File: src/rtl/audio_arb_pkg.sv
// ============================================================================
// Module      : audio_arb_pkg
// Description : Shared types and constants for the audio FIFO read arbiter.
// Revision    : 1.0 - initial release
// ============================================================================
`default_nettype none

package audio_arb_pkg;

  typedef enum logic [0:0] {
    ST_IDLE = 1'b0,
    ST_XFER = 1'b1
  } arb_state_e;

  localparam logic PORT_DAC    = 1'b0;
  localparam logic PORT_FFT    = 1'b1;
  localparam int   STALL_CNT_W = 16;

  function automatic logic [STALL_CNT_W-1:0] sat_inc(input logic [STALL_CNT_W-1:0] v);
    return (&v) ? v : v + STALL_CNT_W'(1);
  endfunction

endpackage

`default_nettype wire

File: src/rtl/aud_arb_rr_pick.sv
// ============================================================================
// Module      : aud_arb_rr_pick
// Description : Two-way round-robin pick; on a tie the port that did not
//               own the last burst wins.
// Revision    : 1.0 - initial release
// ============================================================================
`default_nettype none

module aud_arb_rr_pick (
  input  logic [1:0] eligible,
  input  logic       rr_last,
  output logic       pick_vld,
  output logic       pick_id
);

  assign pick_vld = |eligible;
  assign pick_id  = (&eligible) ? ~rr_last : eligible[1];

endmodule

`default_nettype wire

File: src/rtl/audio_fifo_rd_arbiter.sv
// ============================================================================
// Module      : audio_fifo_rd_arbiter
// Description : Round-robin burst arbiter sharing one prefetch FIFO read port
//               between a DAC consumer (port 0) and an FFT consumer (port 1).
//               Optional stall statistics: define AUD_ARB_STALL_STATS_EN.
// Revision    : 1.0 - initial release
// ============================================================================
`default_nettype none

module audio_fifo_rd_arbiter
  import audio_arb_pkg::*;
#(
  parameter int DATA_W = 16,
  parameter int LEN_W  = 11
) (
  input  logic              clk,
  input  logic              rst,
  output logic              fifo_rd_en,
  input  logic              fifo_rd_vld,
  input  logic [DATA_W-1:0] fifo_rd_data,
  input  logic              req0,
  input  logic              req1,
  input  logic [LEN_W-1:0]  len0,
  input  logic [LEN_W-1:0]  len1,
  output logic              gnt0,
  output logic              gnt1,
  output logic [DATA_W-1:0] m0_data,
  output logic [DATA_W-1:0] m1_data,
  output logic              m0_vld,
  output logic              m1_vld,
  input  logic              m0_rdy,
  input  logic              m1_rdy,
  output logic              m0_last,
  output logic              m1_last,
`ifdef AUD_ARB_STALL_STATS_EN
  input  logic                   stats_clr,
  output logic [STALL_CNT_W-1:0] stall_cnt0,
  output logic [STALL_CNT_W-1:0] stall_cnt1,
`endif
  output logic              busy
);

  arb_state_e       state_q, state_d;
  logic             owner_q, owner_d;
  logic             rr_last_q, rr_last_d;
  logic [LEN_W-1:0] cnt_q, cnt_d;
  logic             gnt0_q, gnt0_d;
  logic             gnt1_q, gnt1_d;

  logic [1:0] eligible;
  logic       pick_vld;
  logic       pick_id;
  logic       xfer;
  logic       owner_rdy;
  logic       pop;
  logic       cnt_one;

  assign eligible = {req1 & (len1 != '0), req0 & (len0 != '0)};

  aud_arb_rr_pick u_rr_pick (
    .eligible (eligible),
    .rr_last  (rr_last_q),
    .pick_vld (pick_vld),
    .pick_id  (pick_id)
  );

  assign xfer      = (state_q == ST_XFER);
  assign owner_rdy = (owner_q == PORT_FFT) ? m1_rdy : m0_rdy;
  // No pop in a reset cycle, so an interrupted burst leaves its samples queued.
  assign pop       = xfer & fifo_rd_vld & owner_rdy & ~rst;
  assign cnt_one   = (cnt_q == LEN_W'(1));

  assign fifo_rd_en = pop;
  assign busy       = xfer;
  assign gnt0       = gnt0_q;
  assign gnt1       = gnt1_q;
  assign m0_data    = fifo_rd_data;
  assign m1_data    = fifo_rd_data;
  assign m0_vld     = xfer & (owner_q == PORT_DAC) & fifo_rd_vld;
  assign m1_vld     = xfer & (owner_q == PORT_FFT) & fifo_rd_vld;
  assign m0_last    = m0_vld & cnt_one;
  assign m1_last    = m1_vld & cnt_one;

  always_comb begin
    state_d   = state_q;
    owner_d   = owner_q;
    rr_last_d = rr_last_q;
    cnt_d     = cnt_q;
    gnt0_d    = gnt0_q;
    gnt1_d    = gnt1_q;
    case (state_q)
      ST_IDLE: begin
        if (pick_vld) begin
          state_d = ST_XFER;
          owner_d = pick_id;
          cnt_d   = pick_id ? len1 : len0;
          gnt0_d  = ~pick_id;
          gnt1_d  = pick_id;
        end
      end
      ST_XFER: begin
        if (pop) begin
          cnt_d = cnt_q - LEN_W'(1);
          if (cnt_one) begin
            state_d   = ST_IDLE;
            gnt0_d    = 1'b0;
            gnt1_d    = 1'b0;
            rr_last_d = owner_q;
          end
        end
      end
      default: state_d = ST_IDLE;
    endcase
  end

  always_ff @(posedge clk) begin
    if (rst) begin
      state_q   <= ST_IDLE;
      owner_q   <= PORT_DAC;
      rr_last_q <= PORT_FFT;
      cnt_q     <= '0;
      gnt0_q    <= 1'b0;
      gnt1_q    <= 1'b0;
    end else begin
      state_q   <= state_d;
      owner_q   <= owner_d;
      rr_last_q <= rr_last_d;
      cnt_q     <= cnt_d;
      gnt0_q    <= gnt0_d;
      gnt1_q    <= gnt1_d;
    end
  end

`ifdef AUD_ARB_STALL_STATS_EN
  logic [STALL_CNT_W-1:0] stall_cnt0_q, stall_cnt0_d;
  logic [STALL_CNT_W-1:0] stall_cnt1_q, stall_cnt1_d;

  always_comb begin
    stall_cnt0_d = stall_cnt0_q;
    stall_cnt1_d = stall_cnt1_q;
    if (stats_clr) begin
      stall_cnt0_d = '0;
      stall_cnt1_d = '0;
    end else if (xfer && !fifo_rd_vld) begin
      if (owner_q == PORT_DAC) stall_cnt0_d = sat_inc(stall_cnt0_q);
      else                     stall_cnt1_d = sat_inc(stall_cnt1_q);
    end
  end

  always_ff @(posedge clk) begin
    if (rst) begin
      stall_cnt0_q <= '0;
      stall_cnt1_q <= '0;
    end else begin
      stall_cnt0_q <= stall_cnt0_d;
      stall_cnt1_q <= stall_cnt1_d;
    end
  end

  assign stall_cnt0 = stall_cnt0_q;
  assign stall_cnt1 = stall_cnt1_q;
`endif

endmodule

`default_nettype wire

File: config.mk
export PLATFORM = sky130hd
export DESIGN_NAME = audio_fifo_rd_arbiter
export DESIGN_NICKNAME = d
export VERILOG_FILES = /design/src/rtl/audio_arb_pkg.sv /design/src/rtl/aud_arb_rr_pick.sv /design/src/rtl/audio_fifo_rd_arbiter.sv
export SDC_FILE = /design/constraint.sdc
export NUM_CORES = 1
export LEC_CHECK = 0
export ABC_AREA = 0
export CELL_PAD_IN_SITES_DETAIL_PLACEMENT = 0
export CELL_PAD_IN_SITES_GLOBAL_PLACEMENT = 1
export CORE_UTILIZATION = 26
export DETAILED_ROUTE_END_ITERATION = 10
export PLACE_DENSITY_LB_ADDON = 0.2
export SLEW_MARGIN = 10
export SYNTH_ARGS = -nofsm -noshare
export SYNTH_HDL_FRONTEND = slang
export SYNTH_SLANG_ARGS = --single-unit
File: constraint.sdc
create_clock -name clk -period 3.1 [get_ports clk]
set_input_delay 0.93 -clock clk [delete_from_list [all_inputs] [get_ports clk]]
set_output_delay 0.93 -clock clk [all_outputs]
set_load 0.01 [all_outputs]
# Word-level counts from Yosys, hierarchy flattened
# Index checks and enable logic that the tools add are counted.
op_classes:
  addsub: 1
  n_eq_ne: 4
  mux: 16
  n_bitwise: 16
  n_reduce_logical: 8
op_table:
  columns: ["cell", "count"]
  rows:
  - ["11-bit 2-to-1 mux", 3]
  - ["11-bit case mux with 2 select lines", 1]
  - ["11-bit nonzero test", 2]
  - ["1-bit AND", 11]
  - ["11-bit by 1-bit equality test with 1-bit output (second input constant)", 1]
  - ["11-bit by 1-bit subtractor with 11-bit output (second input constant)", 1]
  - ["1-bit 2-to-1 mux", 9]
  - ["1-bit case mux with 2 select lines", 3]
  - ["2-bit AND reduction", 3]
  - ["3-bit AND reduction", 2]
  - ["1-bit NOT", 5]
  - ["2-bit inequality test (second input constant)", 2]
  - ["2-bit by 1-bit inequality test with 1-bit output (second input constant)", 1]
  - ["2-bit OR reduction", 1]
word_totals:
  ff_bits: 16
  in_bits: 45
  output_inout_bits: 40
  word_cells: 51

# Depth between registers and ports, before layout
# Gate-level depths: netlist of the first run.
logic_depth:
  depth_word: 7
  depth_mapped: 8
  ltp_nobuf: 7

# Modules after synthesis
# A second synthesis of the first run with hierarchy kept.
hier_totals:
  cells_unflattened: 175
  area_unflattened_um2: 1356.3
modules_own_cells:
  columns: ["module", "n_inst", "cells_per_inst", "area_per_inst_um2", "seq_area_each_um2"]
  rows:
  - ["audio_fifo_rd_arbiter", 1, 173, 1342.5, 320.3]
  - ["aud_arb_rr_pick", 1, 2, 13.8, 0.0]

# Worst setup path before layout of the first run
# No wires, ideal clock.
synth_path:
  path_kind: "input port to output port"
  start: "input port rst"
  end: "output port fifo_rd_en"
  arrival_time_ns: 1.836
  t_required_ns: 2.170
  setup_slack_ns: 0.334
  path_stages: 4
  n_path_buf: 2
  cell_sequence: "clkbuf_1 > or3_1 > inv_1 > buf_2"
synth_via:
  elab_chain_cells: 2
synth_rtl:
  columns: ["item", "line_no", "source"]
  rows:
  - ["start, declared", "audio_fifo_rd_arbiter.sv:17", "input logic rst,"]
  - ["1-bit NOT", "audio_fifo_rd_arbiter.sv:70", "assign pop = xfer & fifo_rd_vld & owner_rdy & ~rst;"]
  - ["1-bit AND", "audio_fifo_rd_arbiter.sv:70", null]
  - ["end, declared", "audio_fifo_rd_arbiter.sv:18", "output logic fifo_rd_en,"]
# Every way passes these cells.

# Final worst setup path of the first run
layout_path:
  start: "input port fifo_rd_vld"
  end: "output port m1_vld"
layout_via:
  elab_chain_cells: 1
layout_rtl:
  columns: ["item", "line_no", "source"]
  rows:
  - ["start, declared", "audio_fifo_rd_arbiter.sv:19", "input logic fifo_rd_vld,"]
  - ["1-bit AND", "audio_fifo_rd_arbiter.sv:80", "assign m1_vld = xfer & (owner_q == PORT_FFT) & fifo_rd_vld;"]
  - ["end, declared", "audio_fifo_rd_arbiter.sv:30", "output logic m1_vld,"]
# Every way passes these cells.

==> impl_summary.log, run 1 <==
[metrics] run status: complete, no violations
[metrics] FF-to-FF End: cnt_q[10]
[metrics] Post-layout nets: 260
[metrics] share of total power consumed by net switching: 32.1%
[metrics] layout cell share with drive strength beyond 1: 26.4%
[metrics] fraction of registers with async set/reset: 0%
[metrics] Final min period: 3.03 ns
[metrics] number of nets produced by synthesis: 229
[metrics] vertical die dimension: 76.9 um
[metrics] number of different library cells in the post-synthesis netlist: 43
[metrics] all-layer global routing usage: 15.3%
[metrics] final count of pins violating max slew: 0
[metrics] post-layout instance area: 1940 um^2
[metrics] total vias in the final route: 1,440
[metrics] ports placed on the boundary: 85
[metrics] final wirelength: 4440 um
[metrics] Setup crit end kind: primary output
[metrics] Min-Delay Endpoint: gnt1
[metrics] die width: 76.9 um
[metrics] data arrival at the endpoint of the critical path: 2.10 ns
[metrics] Fin Clk Skew: 0.00205 ns
[metrics] area added between synthesis and finish: 32.7%
[metrics] relative contribution of combinational cells to total power: 38.7%
[metrics] sequential share of power: 33.7%
[metrics] footprint of the flip-flops and latches: 320 um^2
[metrics] number of antenna violations at the first check in global routing: 0
[metrics] Routed Antenna Nets: 0
[metrics] drt pass-1 iters: 4
[metrics] clock latency at the later pin of the worst-skew pair: 0.25 ns
[metrics] floorplan core area: 5270 um^2
[metrics] pin count of the biggest net entering global routing: 17
[metrics] residual DRC count: 0
[metrics] HPWL after detailed placement: 3510 um
[metrics] startpoint types: input port
[metrics] number of global-route vias before repair: 1,455
[metrics] root cell of the clock tree: sky130_fd_sc_hd__clkbuf_8
[metrics] number of cells in the finished layout apart from fillers: 282
[metrics] clock-pin slew of the registers on the worst-case setup and hold paths: 0.07 ns
[metrics] effective utilization at floorplan: 27.7%
[metrics] register area share after synthesis: 22.0%
[metrics] Power Dens Cells: 363 nW/um^2
[metrics] Hold Path Cell Cnt: 2
[metrics] post-synth top area share: 22.0%
[metrics] Worst Tran Pin Value: 0.445 ns
[metrics] Mapped Area: 1460 um^2
[metrics] number of failing setup endpoints in the final timing report: 0
[metrics] CTS max path bufs: 2
[metrics] type of the worst setup path: input port to primary output
[metrics] dominant register cell in the synthesized netlist: sky130_fd_sc_hd__dfxtp_1
[metrics] cell-by-cell listing of the critical path: clkdlybuf4s50_1, nand3_1, inv_1, clkdlybuf4s50_1
[metrics] count of placed standard cells including taps: 278
[metrics] min setup slack post-route: 0.0674 ns
[metrics] placer congestion estimate: 0.859
[metrics] hold violation total from the final report: 0
[metrics] R2R cell count: 5
[metrics] critical-path maximum fanout: 2
[metrics] Synthesis Warnings: 0
[metrics] diode insertion count for antenna repair: 0
[metrics] library cell occupying the most area in the post-synthesis netlist: sky130_fd_sc_hd__dfxtp_1
[metrics] worst hold path startpoint: gnt1
[metrics] maximum level of the CTS H-tree: 1
[metrics] P_int: 477 uW
[metrics] leakage: 0.765 nW
[metrics] area of the multi-input gates: 856 um^2
[metrics] Critical Path RT: 2.17 ns
[metrics] # fillers: 586
[metrics] DIE AREA: 5910 um^2
[metrics] Max-slew headroom: 70.1%
[metrics] slack of the worst reg-to-reg path: 1.04 ns
[metrics] Tcrit/Tclk final: 97.8%
[metrics] clock buffer count from CTS: 3
[metrics] achievable clock frequency: 0.330 GHz
[metrics] Routed WL per cell: 15.7 um
[metrics] number of rows created at floorplan: 26
[metrics] cell count after synthesis: 182
[metrics] post-place setup slack: -0.347 ns
[metrics] share of power burned in the clock network: 27.6%
[metrics] detailed router's first-iteration violation count: 59
[metrics] wire length of the first global-routing pass: 7210 um
[metrics] switching pwr: 225 uW
[metrics] setup repair after global routing missed its margin: false
[metrics] hold_buf cts: 0
[metrics] number of enable-type register cells in the synthesized netlist: 0
[metrics] per-cell via count in the routed design: 5.11
[metrics] Peak VDD IR: 136 uV
[metrics] global-route congestion overflow total: 0
[metrics] most frequent CP cell: sky130_fd_sc_hd__clkdlybuf4s50_1
[metrics] most numerous cell in the Yosys netlist: sky130_fd_sc_hd__buf_4
[metrics] cell types with the highest counts after synthesis: sky130_fd_sc_hd__buf_4 (32), sky130_fd_sc_hd__nor2_1 (18), sky130_fd_sc_hd__dfxtp_1 (16)
[metrics] total of flip-flops plus latches after synthesis: 16
[metrics] slowest cell on the critical path: sky130_fd_sc_hd__clkdlybuf4s50_1
[metrics] worst min-delay path category: flip-flop to flip-flop
[metrics] per-instance average area after synthesis: 8.02 um^2
[metrics] max-cap violations: 0
[metrics] stage delay of the slowest cell on the critical path: 0.53 ns
[metrics] Buffers on Ports: 36
[metrics] dominant cells by area after synthesis: sky130_fd_sc_hd__dfxtp_1 (22%), sky130_fd_sc_hd__buf_4 (16%), sky130_fd_sc_hd__nor2_1 (4.6%)
[metrics] Post-CTS Setup Bufs: 0
[metrics] TritonCTS sink count: 16
[metrics] Reg2Reg Launch Point: cnt_q[6]
[metrics] clock tree from TritonCTS: yes
[metrics] area after detailed placement: 1850 um^2
==> state kept, by name, indices dropped and copies added (netlist names) <==
name,cells
busy,1
cnt_q,11
owner_q,1
gnt1,1
rr_last_q,1
gnt0,1
==> power groups by stage <==
stage,clock network [mW],logic (mW),registers [mW]
after floorplan,0,0.185,0.244
after global placement,0,0.265,0.241
after detailed placement,0,0.266,0.241
after CTS,0.200,0.267,0.236
after global routing,0.204,0.296,0.239
final,0.194,0.272,0.237
==> worst max-delay path by stage <==
stage                 from    endpoint  depth (start not counted)
6_report       fifo_rd_vld      m1_vld                          4
5_1_grt        fifo_rd_vld      m1_vld                          4
4_1_cts           cnt_q[6]     m0_last                          4
3_5_place_dp        m1_rdy  fifo_rd_en                          5
3_3_place_gp        m1_rdy  fifo_rd_en                          5
2_1_floorplan          rst  fifo_rd_en                          4
==> metal layers <==
| metal | vias up | GRT usage, % | wire [um] |
|---|---|---|---|
| met3 | 2 | 3.33 | 354 |
| li1 | 695 | - | - |
| met2 | 62 | 25.2 | 2100 |
| met1 | 681 | 20.2 | 1970 |
| met5 | - | 0 | 0 |
| met4 | 0 | 3.46 | 14 |
==> critical path: cells and delay by family <==
kind          cells  cell delay, ns
buf+inv           3            1.08
simple gates      1            0.09
==> metrics by stage <==
step,util [%],hold slack (ns),power (mW),setup TNS (ns)
after detailed placement,35.1,0.473,0.507,-2.72
after global placement,35.1,0.473,0.506,-2.42
final,36.7,0.484,0.702,0
after global routing,36.7,0.523,0.739,0
after CTS,36.3,0.486,0.703,0
after floorplan,-,0.503,0.429,0
==> area by class of cell <==
| type | count | share of cell area [%] |
|---|---|---|
| Clock buffer | 4 | 2.84 |
| Inverter | 8 | 1.55 |
| Multi-Input combinational cell | 117 | 44.2 |
| Sequential cell | 16 | 16.5 |
| Tap cell | 70 | 4.52 |
| Timing Repair Buffer | 67 | 30.3 |
==> logic make-up (layout without fill, tap and decap cells) <==
logic type,count (synthesis),count (layout),synth area share (%)
DFF,16,16,22.0
xor gates and xnor gates,5,5,3.00
adders and majority gates,2,2,1.71
AOI/OAI and AO/OA,37,37,23.5
muxes,1,1,0.686
and+or+nand+nor,72,72,27.4
buffers and inverters,49,79,21.8
==> cell usage in the layout (no fill, tap or decap), types with 3 or more instances in the layout <==
cell                               n
sky130_fd_sc_hd__a211o_1           3
sky130_fd_sc_hd__a211oi_1          4
sky130_fd_sc_hd__a21oi_1           4
sky130_fd_sc_hd__a221oi_1          6
sky130_fd_sc_hd__a311oi_2          3
sky130_fd_sc_hd__buf_4            31
sky130_fd_sc_hd__clkbuf_8          4
sky130_fd_sc_hd__clkdlybuf4s50_1  32
sky130_fd_sc_hd__dfxtp_1          16
sky130_fd_sc_hd__inv_1             7
sky130_fd_sc_hd__nand2_1           9
sky130_fd_sc_hd__nand3_1           4
sky130_fd_sc_hd__nor2_1           18
sky130_fd_sc_hd__nor2b_1           5
sky130_fd_sc_hd__nor3_1            9
sky130_fd_sc_hd__nor4_1            4
sky130_fd_sc_hd__or3_1             4
sky130_fd_sc_hd__or4_1             5
sky130_fd_sc_hd__or4_4             3
sky130_fd_sc_hd__xnor2_1           3
==> repair_timing <==
item,in CTS,in global routing
resized for setup,10,6
endpoints found under the hold margin,0,0
endpoints found under the setup margin,4,9
Note: power is estimated with default switching activity, not from simulation.
==> run 2, diff against run 1 <==
--- a/config.mk
+++ b/config.mk
@@ -10,8 +10,10 @@
 export CELL_PAD_IN_SITES_GLOBAL_PLACEMENT = 1
 export CORE_UTILIZATION = 26
 export DETAILED_ROUTE_END_ITERATION = 10
+export GPL_TIMING_DRIVEN = 0
 export PLACE_DENSITY_LB_ADDON = 0.2
 export SLEW_MARGIN = 10
 export SYNTH_ARGS = -nofsm -noshare
 export SYNTH_HDL_FRONTEND = slang
 export SYNTH_SLANG_ARGS = --single-unit
+export TNS_END_PERCENT = 50
==> constraint.sdc (replaced) <==
create_clock -name clk -period 3.1 [get_ports clk]
set_input_delay 0.93 -clock clk [delete_from_list [all_inputs] [get_ports clk]]
set_output_delay 0.93 -clock clk [all_outputs]
set_load 0.005 [all_outputs]
==> impl_summary.log, run 2 (synthesized netlist as in run 1, its figures left out) <==
[metrics] area added between synthesis and finish: 62.4%
[metrics] pin count of the biggest net entering global routing: 11 (-6)
[metrics] number of antenna violations at the first check in global routing: 0 (unchanged)
[metrics] largest register by flop count: cnt_q
[metrics] root cell of the clock tree: sky130_fd_sc_hd__clkbuf_8
[metrics] Routed WL per cell: 14.1 um (-10%)
[metrics] buffers plus inverters on the worst setup path: 2 (-1)
[metrics] Critical Path RT: 3.21 ns (+1.04 ns)
[metrics] TritonCTS sink count: 16 (unchanged)
[metrics] diode insertion count for antenna repair: 0 (unchanged)
[metrics] achievable clock frequency: 0.330 GHz (+0.12%)
[metrics] Hold Path Cell Cnt: 2 (unchanged)
[metrics] per-cell via count in the routed design: 4.79 (-6.2%)
[metrics] clock buffer count from CTS: 3 (unchanged)
[metrics] cell-by-cell listing of the critical path: clkdlybuf4s50_1, or4_4, o311a_4, or3_1, buf_4, nor2_1, a211oi_2
[metrics] final wirelength: 4670 um (+5.2%)
[metrics] Buffers on Ports: 67 (+86%)
[metrics] clock latency at the later pin of the worst-skew pair: 0.25 ns (about the same)
[metrics] type of the worst setup path: input port to flip-flop
[metrics] count of placed standard cells including taps: 319 (+15%)
[metrics] worst min-delay path category: flip-flop to flip-flop
[metrics] WP depth: 7 (+3)
[metrics] vertical die dimension: 76.9 um (unchanged)
[metrics] post-place setup slack: -0.666 ns (-0.319 ns)
[metrics] all-layer global routing usage: 16.4% (+1.1 points)
[metrics] number of failing setup endpoints in the final timing report: 0 (unchanged)
[metrics] hold slack: 0.484 ns (+0.000558 ns)
[metrics] clock tree from TritonCTS: yes
[metrics] Routed Antenna Nets: 0 (unchanged)
[metrics] maximum level of the CTS H-tree: 1 (unchanged)
[metrics] R2R cell count: 9 (+4)
[metrics] critical path startpoint: len0[3]
[metrics] number of rows created at floorplan: 26 (unchanged)
[metrics] leading cell type in the layout, fill and taps excluded: sky130_fd_sc_hd__clkdlybuf4s50_1
[metrics] data arrival at the endpoint of the critical path: 3.14 ns (+1.04 ns)
[metrics] slowest cell on the critical path: sky130_fd_sc_hd__or4_4
[metrics] leakage: 0.966 nW (+26%)
[metrics] Final min period: 3.03 ns (-0.00378 ns)
[metrics] effective utilization at floorplan: 27.7% (unchanged)
[metrics] floorplan core area: 5270 um^2 (unchanged)
[metrics] hold violation total from the final report: 0 (unchanged)
[metrics] Post-layout nets: 310 (+19%)
[metrics] Reg2Reg Launch Point: busy
[metrics] critical-path maximum fanout: 10 (+8)
[metrics] Setup crit end kind: flip-flop
[metrics] total vias in the final route: 1,585 (+10%)
[metrics] CTS max path bufs: 2 (unchanged)
[metrics] total negative slack: 0 ns (unchanged)
[metrics] drt pass-1 iters: 4 (unchanged)
[metrics] max FFs per register: 11 (unchanged)
[metrics] Worst Tran Pin Value: 0.619 ns (+0.174 ns)
[metrics] post-layout instance area: 2370 um^2 (+22%)
[metrics] HPWL after detailed placement: 3650 um (+4.2%)
[metrics] slack of the worst reg-to-reg path: 0.89 ns (-0.15 ns)
[metrics] relative contribution of combinational cells to total power: 43.5% (+4.8 points)
[metrics] number of global-route vias before repair: 1,564 (+7.5%)
[metrics] switching pwr: 226 uW (+0.28%)
[metrics] stage delay of the slowest cell on the critical path: 0.61 ns (+0.08 ns)
[metrics] clock-pin slew of the registers on the worst-case setup and hold paths: 0.07 ns (about the same)
[metrics] detailed router's first-iteration violation count: 41 (-31%)
[metrics] P_int: 495 uW (+3.8%)
[metrics] kind of cell adding the most delay to the critical path: simple AND/OR/NAND/NOR gates
[metrics] final count of pins violating max slew: 0 (unchanged)
[metrics] highest-count cells in the layout ignoring fill and taps: sky130_fd_sc_hd__clkdlybuf4s50_1 (63), sky130_fd_sc_hd__buf_4 (42), sky130_fd_sc_hd__nor2_1 (17)
[metrics] number of cells in the finished layout apart from fillers: 331 (+17%)
[metrics] min setup slack post-route: 0.0712 ns (+0.00378 ns)
[metrics] Critical Path End: cnt_q[6]
[metrics] FF-to-FF End: cnt_q[10]
[metrics] share of total power consumed by net switching: 31.3% (-0.75 points)
[metrics] global-route congestion overflow total: 0 (unchanged)
[metrics] layout cell share with drive strength beyond 1: 28.7% (+2.3 points)
[metrics] Fin Clk Skew: 0.00501 ns (+0.00296 ns)
[metrics] residual DRC count: 0 (unchanged)
[metrics] sequential share of power: 34.0% (+0.3 points)
[metrics] share of power burned in the clock network: 22.4% (-5.2 points)
[metrics] total chip power: 721 uW (+2.7%)
[metrics] die width: 76.9 um (unchanged)
[metrics] DIE AREA: 5910 um^2 (unchanged)
[metrics] Peak VDD IR: 193 uV (+41%)
[metrics] area after detailed placement: 2220 um^2 (+20%)
[metrics] Power Dens Cells: 304 nW/um^2 (-16%)
[metrics] run status: complete, no violations
[metrics] ports placed on the boundary: 85 (unchanged)
[metrics] wire length of the first global-routing pass: 7710 um (+6.9%)
[metrics] max-cap violations: 0 (unchanged)
[metrics] Max-slew headroom: 58.8% (-11 points)
[metrics] final core occ: 45.0% (+8.2 points)
[metrics] Tcrit/Tclk final: 97.7% (-0.12 points)
[metrics] startpoint types: input port
[metrics] placer congestion estimate: 0.772 (-10%)
[run 2: cell count changes in the layout (fill, tap and decap cells not counted), moves of 2 or more]
cell,delta
sky130_fd_sc_hd__buf_2,+2
sky130_fd_sc_hd__buf_4,+11
sky130_fd_sc_hd__buf_6,+2
sky130_fd_sc_hd__clkbuf_1,+3
sky130_fd_sc_hd__clkdlybuf4s50_1,+31
sky130_fd_sc_hd__dfxtp_1,-3
sky130_fd_sc_hd__dfxtp_2,+2
[run 2: power by group through the flow]
| stage | Clock (mW) | Sequential [mW] | Combinational (mW) |
|---|---|---|---|
| after floorplan | 0 | 0.243 | 0.175 |
| after global placement | 0 | 0.248 | 0.297 |
| after detailed placement | 0 | 0.248 | 0.297 |
| after CTS | 0.167 | 0.245 | 0.307 |
| after global routing | 0.174 | 0.248 | 0.345 |
| final | 0.162 | 0.245 | 0.314 |
[run 2: how the worst min path moves through the flow]
stage,from,endpoint,slack [ns]
after CTS,gnt0,gnt0,0.49
after global routing,gnt0,gnt0,0.54
after global placement,gnt0,gnt0,0.48
final,gnt0,gnt0,0.48
after detailed placement,gnt0,gnt0,0.48
after floorplan,gnt0,gnt0,0.48
[run 2: what timing repair did]
item                       CTS  global route
gates cloned                 0             0
setup endpoints to repair    3            10
hold buffers                 0             0
resized for setup           17            11
pin swaps                    3             2
buffers inserted             4             5
[run 2: cell type report]
cell class | instances | area (um^2)
fillers | 565 | 2900
inverters | 8 | 32.5
clock buffers | 3 | 41.3
multi-input cells | 117 | 853
flip-flops and latches | 16 | 327
plain buffers | 41 | 299
well taps | 70 | 87.6
repair buffers | 76 | 729
[run 2: tightest hold or removal path: cells and delay by family, from the launching register on]
family | cells | cell delay [ns]
simple gates | 1 | 0.08
compound gates | 1 | 0.05
flops | 1 | 0.31
[run 2: per-layer routing]
| layer | share of wire, % | track usage (%) |
|---|---|---|
| met1 | 47 | 22.1 |
| met2 | 47 | 27.0 |
| met3 | 4.8 | 3.57 |
| met4 | 0.36 | 2.69 |
| met5 | 0 | 0 |
==> run 3, diff against run 2 <==
--- a/config.mk
+++ b/config.mk
@@ -8,7 +8,7 @@
 export ABC_AREA = 0
 export CELL_PAD_IN_SITES_DETAIL_PLACEMENT = 0
 export CELL_PAD_IN_SITES_GLOBAL_PLACEMENT = 1
-export CORE_UTILIZATION = 26
+export CORE_UTILIZATION = 28
 export DETAILED_ROUTE_END_ITERATION = 10
 export GPL_TIMING_DRIVEN = 0
 export PLACE_DENSITY_LB_ADDON = 0.2
@@ -16,4 +16,3 @@
 export SYNTH_ARGS = -nofsm -noshare
 export SYNTH_HDL_FRONTEND = slang
 export SYNTH_SLANG_ARGS = --single-unit
-export TNS_END_PERCENT = 50
==> constraint.sdc (replaced) <==
create_clock -name clk -period 3.9 [get_ports clk]
set_input_delay 1.17 -clock clk [delete_from_list [all_inputs] [get_ports clk]]
set_output_delay 1.17 -clock clk [all_outputs]
set_load 0.005 [all_outputs]
==> impl_summary.log, run 3 (synthesized netlist as in run 1, its figures left out) <==
[metrics] highest-count cells in the layout ignoring fill and taps: sky130_fd_sc_hd__clkdlybuf4s50_1 (66), sky130_fd_sc_hd__buf_4 (34), sky130_fd_sc_hd__nor2_1 (18)
[metrics] DIE AREA: 5500 um^2 (-7.0%)
[metrics] number of failing setup endpoints in the final timing report: 0 (unchanged)
[metrics] placer congestion estimate: 0.799 (+3.6%)
[metrics] final wirelength: 4360 um (-6.7%)
[metrics] critical-path maximum fanout: 3 (-7)
[metrics] Setup crit end kind: primary output
[metrics] number of rows created at floorplan: 25 (-3.8%)
[metrics] max FFs per register: 11 (unchanged)
[metrics] total vias in the final route: 1,536 (-3.1%)
[metrics] hold_buf cts: 0 (unchanged)
[metrics] final count of pins violating max slew: 0 (unchanged)
[metrics] count of placed standard cells including taps: 316 (-0.94%)
[metrics] data arrival at the endpoint of the critical path: 2.55 ns (-0.59 ns)
[metrics] maximum level of the CTS H-tree: 1 (unchanged)
[metrics] leading cell type in the layout, fill and taps excluded: sky130_fd_sc_hd__clkdlybuf4s50_1
[metrics] effective utilization at floorplan: 29.9% (+2.2 points)
[metrics] global-route congestion overflow total: 0 (unchanged)
[metrics] achievable clock frequency: 0.269 GHz
[metrics] TritonCTS sink count: 16 (unchanged)
[metrics] max-cap violations: 0 (unchanged)
[metrics] vertical die dimension: 74.2 um (-3.5%)
[metrics] type of the worst setup path: input port to primary output
[metrics] clock-pin slew of the registers on the worst-case setup and hold paths: 0.07 ns (about the same)
[metrics] root cell of the clock tree: sky130_fd_sc_hd__clkbuf_8
[metrics] largest register by flop count: cnt_q
[metrics] Post-layout nets: 303 (-2.3%)
[metrics] die width: 74.2 um (-3.5%)
[metrics] Final min period: 3.72 ns
[metrics] HPWL after detailed placement: 3530 um (-3.5%)
[metrics] hold slack: 0.496 ns (+0.0122 ns)
[metrics] floorplan core area: 4880 um^2 (-7.4%)
[metrics] Critical Path RT: 2.73 ns (-0.48 ns)
[metrics] clock tree from TritonCTS: yes
[metrics] wire length of the first global-routing pass: 6930 um (-10%)
[metrics] total negative slack: 0 ns (unchanged)
[metrics] Tcrit/Tclk final: 95.3%
[metrics] leakage: 0.909 nW (-6.0%)
[metrics] clock latency at the later pin of the worst-skew pair: 0.25 ns (about the same)
[metrics] startpoint types: input port
[metrics] residual DRC count: 0 (unchanged)
[metrics] per-cell via count in the routed design: 4.79 (about the same)
[metrics] diode insertion count for antenna repair: 0 (unchanged)
[metrics] CTS max path bufs: 2 (unchanged)
[metrics] Buffers on Ports: 67 (unchanged)
[metrics] setup repair after global routing missed its margin: false
[metrics] drt pass-1 iters: 4 (unchanged)
[metrics] worst min-delay path category: flip-flop to flip-flop
[metrics] hold violation total from the final report: 0 (unchanged)
[metrics] detailed router's first-iteration violation count: 43 (+4.9%)
[metrics] Peak VDD IR: 184 uV (-4.4%)
[metrics] number of antenna violations at the first check in global routing: 0 (unchanged)
[metrics] Power Dens Cells: 243 nW/um^2 (-20%)
[metrics] area added between synthesis and finish: 56.6%
[metrics] number of cells in the finished layout apart from fillers: 321 (-3.0%)
[metrics] Routed Antenna Nets: 0 (unchanged)
[metrics] run status: complete, no violations
[metrics] Max-slew headroom: 61.4% (+2.6 points)
[metrics] final core occ: 46.8% (+1.9 points)
[metrics] ports placed on the boundary: 85 (unchanged)
[metrics] number of global-route vias before repair: 1,454 (-7.0%)
[metrics] all-layer global routing usage: 16.7% (+0.31 points)
[metrics] pin count of the biggest net entering global routing: 11 (unchanged)
[metrics] layout cell share with drive strength beyond 1: 23.6% (-5.1 points)
[metrics] Fin Clk Skew: 0.00519 ns (+0.000181 ns)
[metrics] Worst Tran Pin Value: 0.579 ns (-0.0393 ns)
[metrics] clock buffer count from CTS: 3 (unchanged)
[metrics] Routed WL per cell: 13.6 um (-3.8%)
## run 3: report_power, final
part           switching [mW]  total (mW)  internal [mW]
sequential             0.0164       0.194          0.177
combinational          0.0972       0.235          0.138
clock                  0.0581       0.127         0.0686
## run 3: final cells by class
type                            instances  area (um^2)
Buffer                                 41          294
Clock buffer                            3         41.3
Fill cell                             516         2590
Inverter                                8         32.5
Multi-Input combinational cell        117          828
Sequential cell                        16          320
Tap cell                               67         83.8
Timing Repair Buffer                   69          684
## run 3: what timing repair did
action / 4_1_cts / 5_1_grt
setup buffers: 2 / 0
gates resized for setup: 7 / 0
setup endpoints to repair: 1 / 0
## run 3: critical path, cell delays in order
cell and delay, ns:
sky130_fd_sc_hd__clkdlybuf4s50_1 0.49, sky130_fd_sc_hd__nand2_2 0.07, sky130_fd_sc_hd__or3_4 0.41, sky130_fd_sc_hd__inv_4 0.08, sky130_fd_sc_hd__buf_6 0.09, sky130_fd_sc_hd__dlygate4sd2_1 0.23
## run 3: final timing paths
check              start  slack (ns)  depth (start not counted)    endpoint
max          fifo_rd_vld        0.18                          6  fifo_rd_en
min                 gnt0        0.50                          2        gnt0
max reg2reg     cnt_q[2]        1.74                          6   cnt_q[10]
min reg2reg         gnt0        0.50                          2        gnt0
## run 3: metrics by stage
stage                     power, mW  area, um^2  setup WS [ns]
after floorplan               0.333        1460          0.670
after global placement        0.432        2210         -0.370
after detailed placement      0.431        2210         -0.350
after CTS                     0.558        2280          0.175
after global routing          0.590        2280          0.127
final                         0.555        2280          0.184
## run 3: per-layer routing
metal  global-route usage, %  vias to the layer above  share of wire [%]
li1                        -                      781                  -
met1                    22.5                      695                 47
met3                    5.56                        4                7.6
met5                       0                        -                  0
met4                    2.78                        0               0.67
met2                    26.3                       56                 45
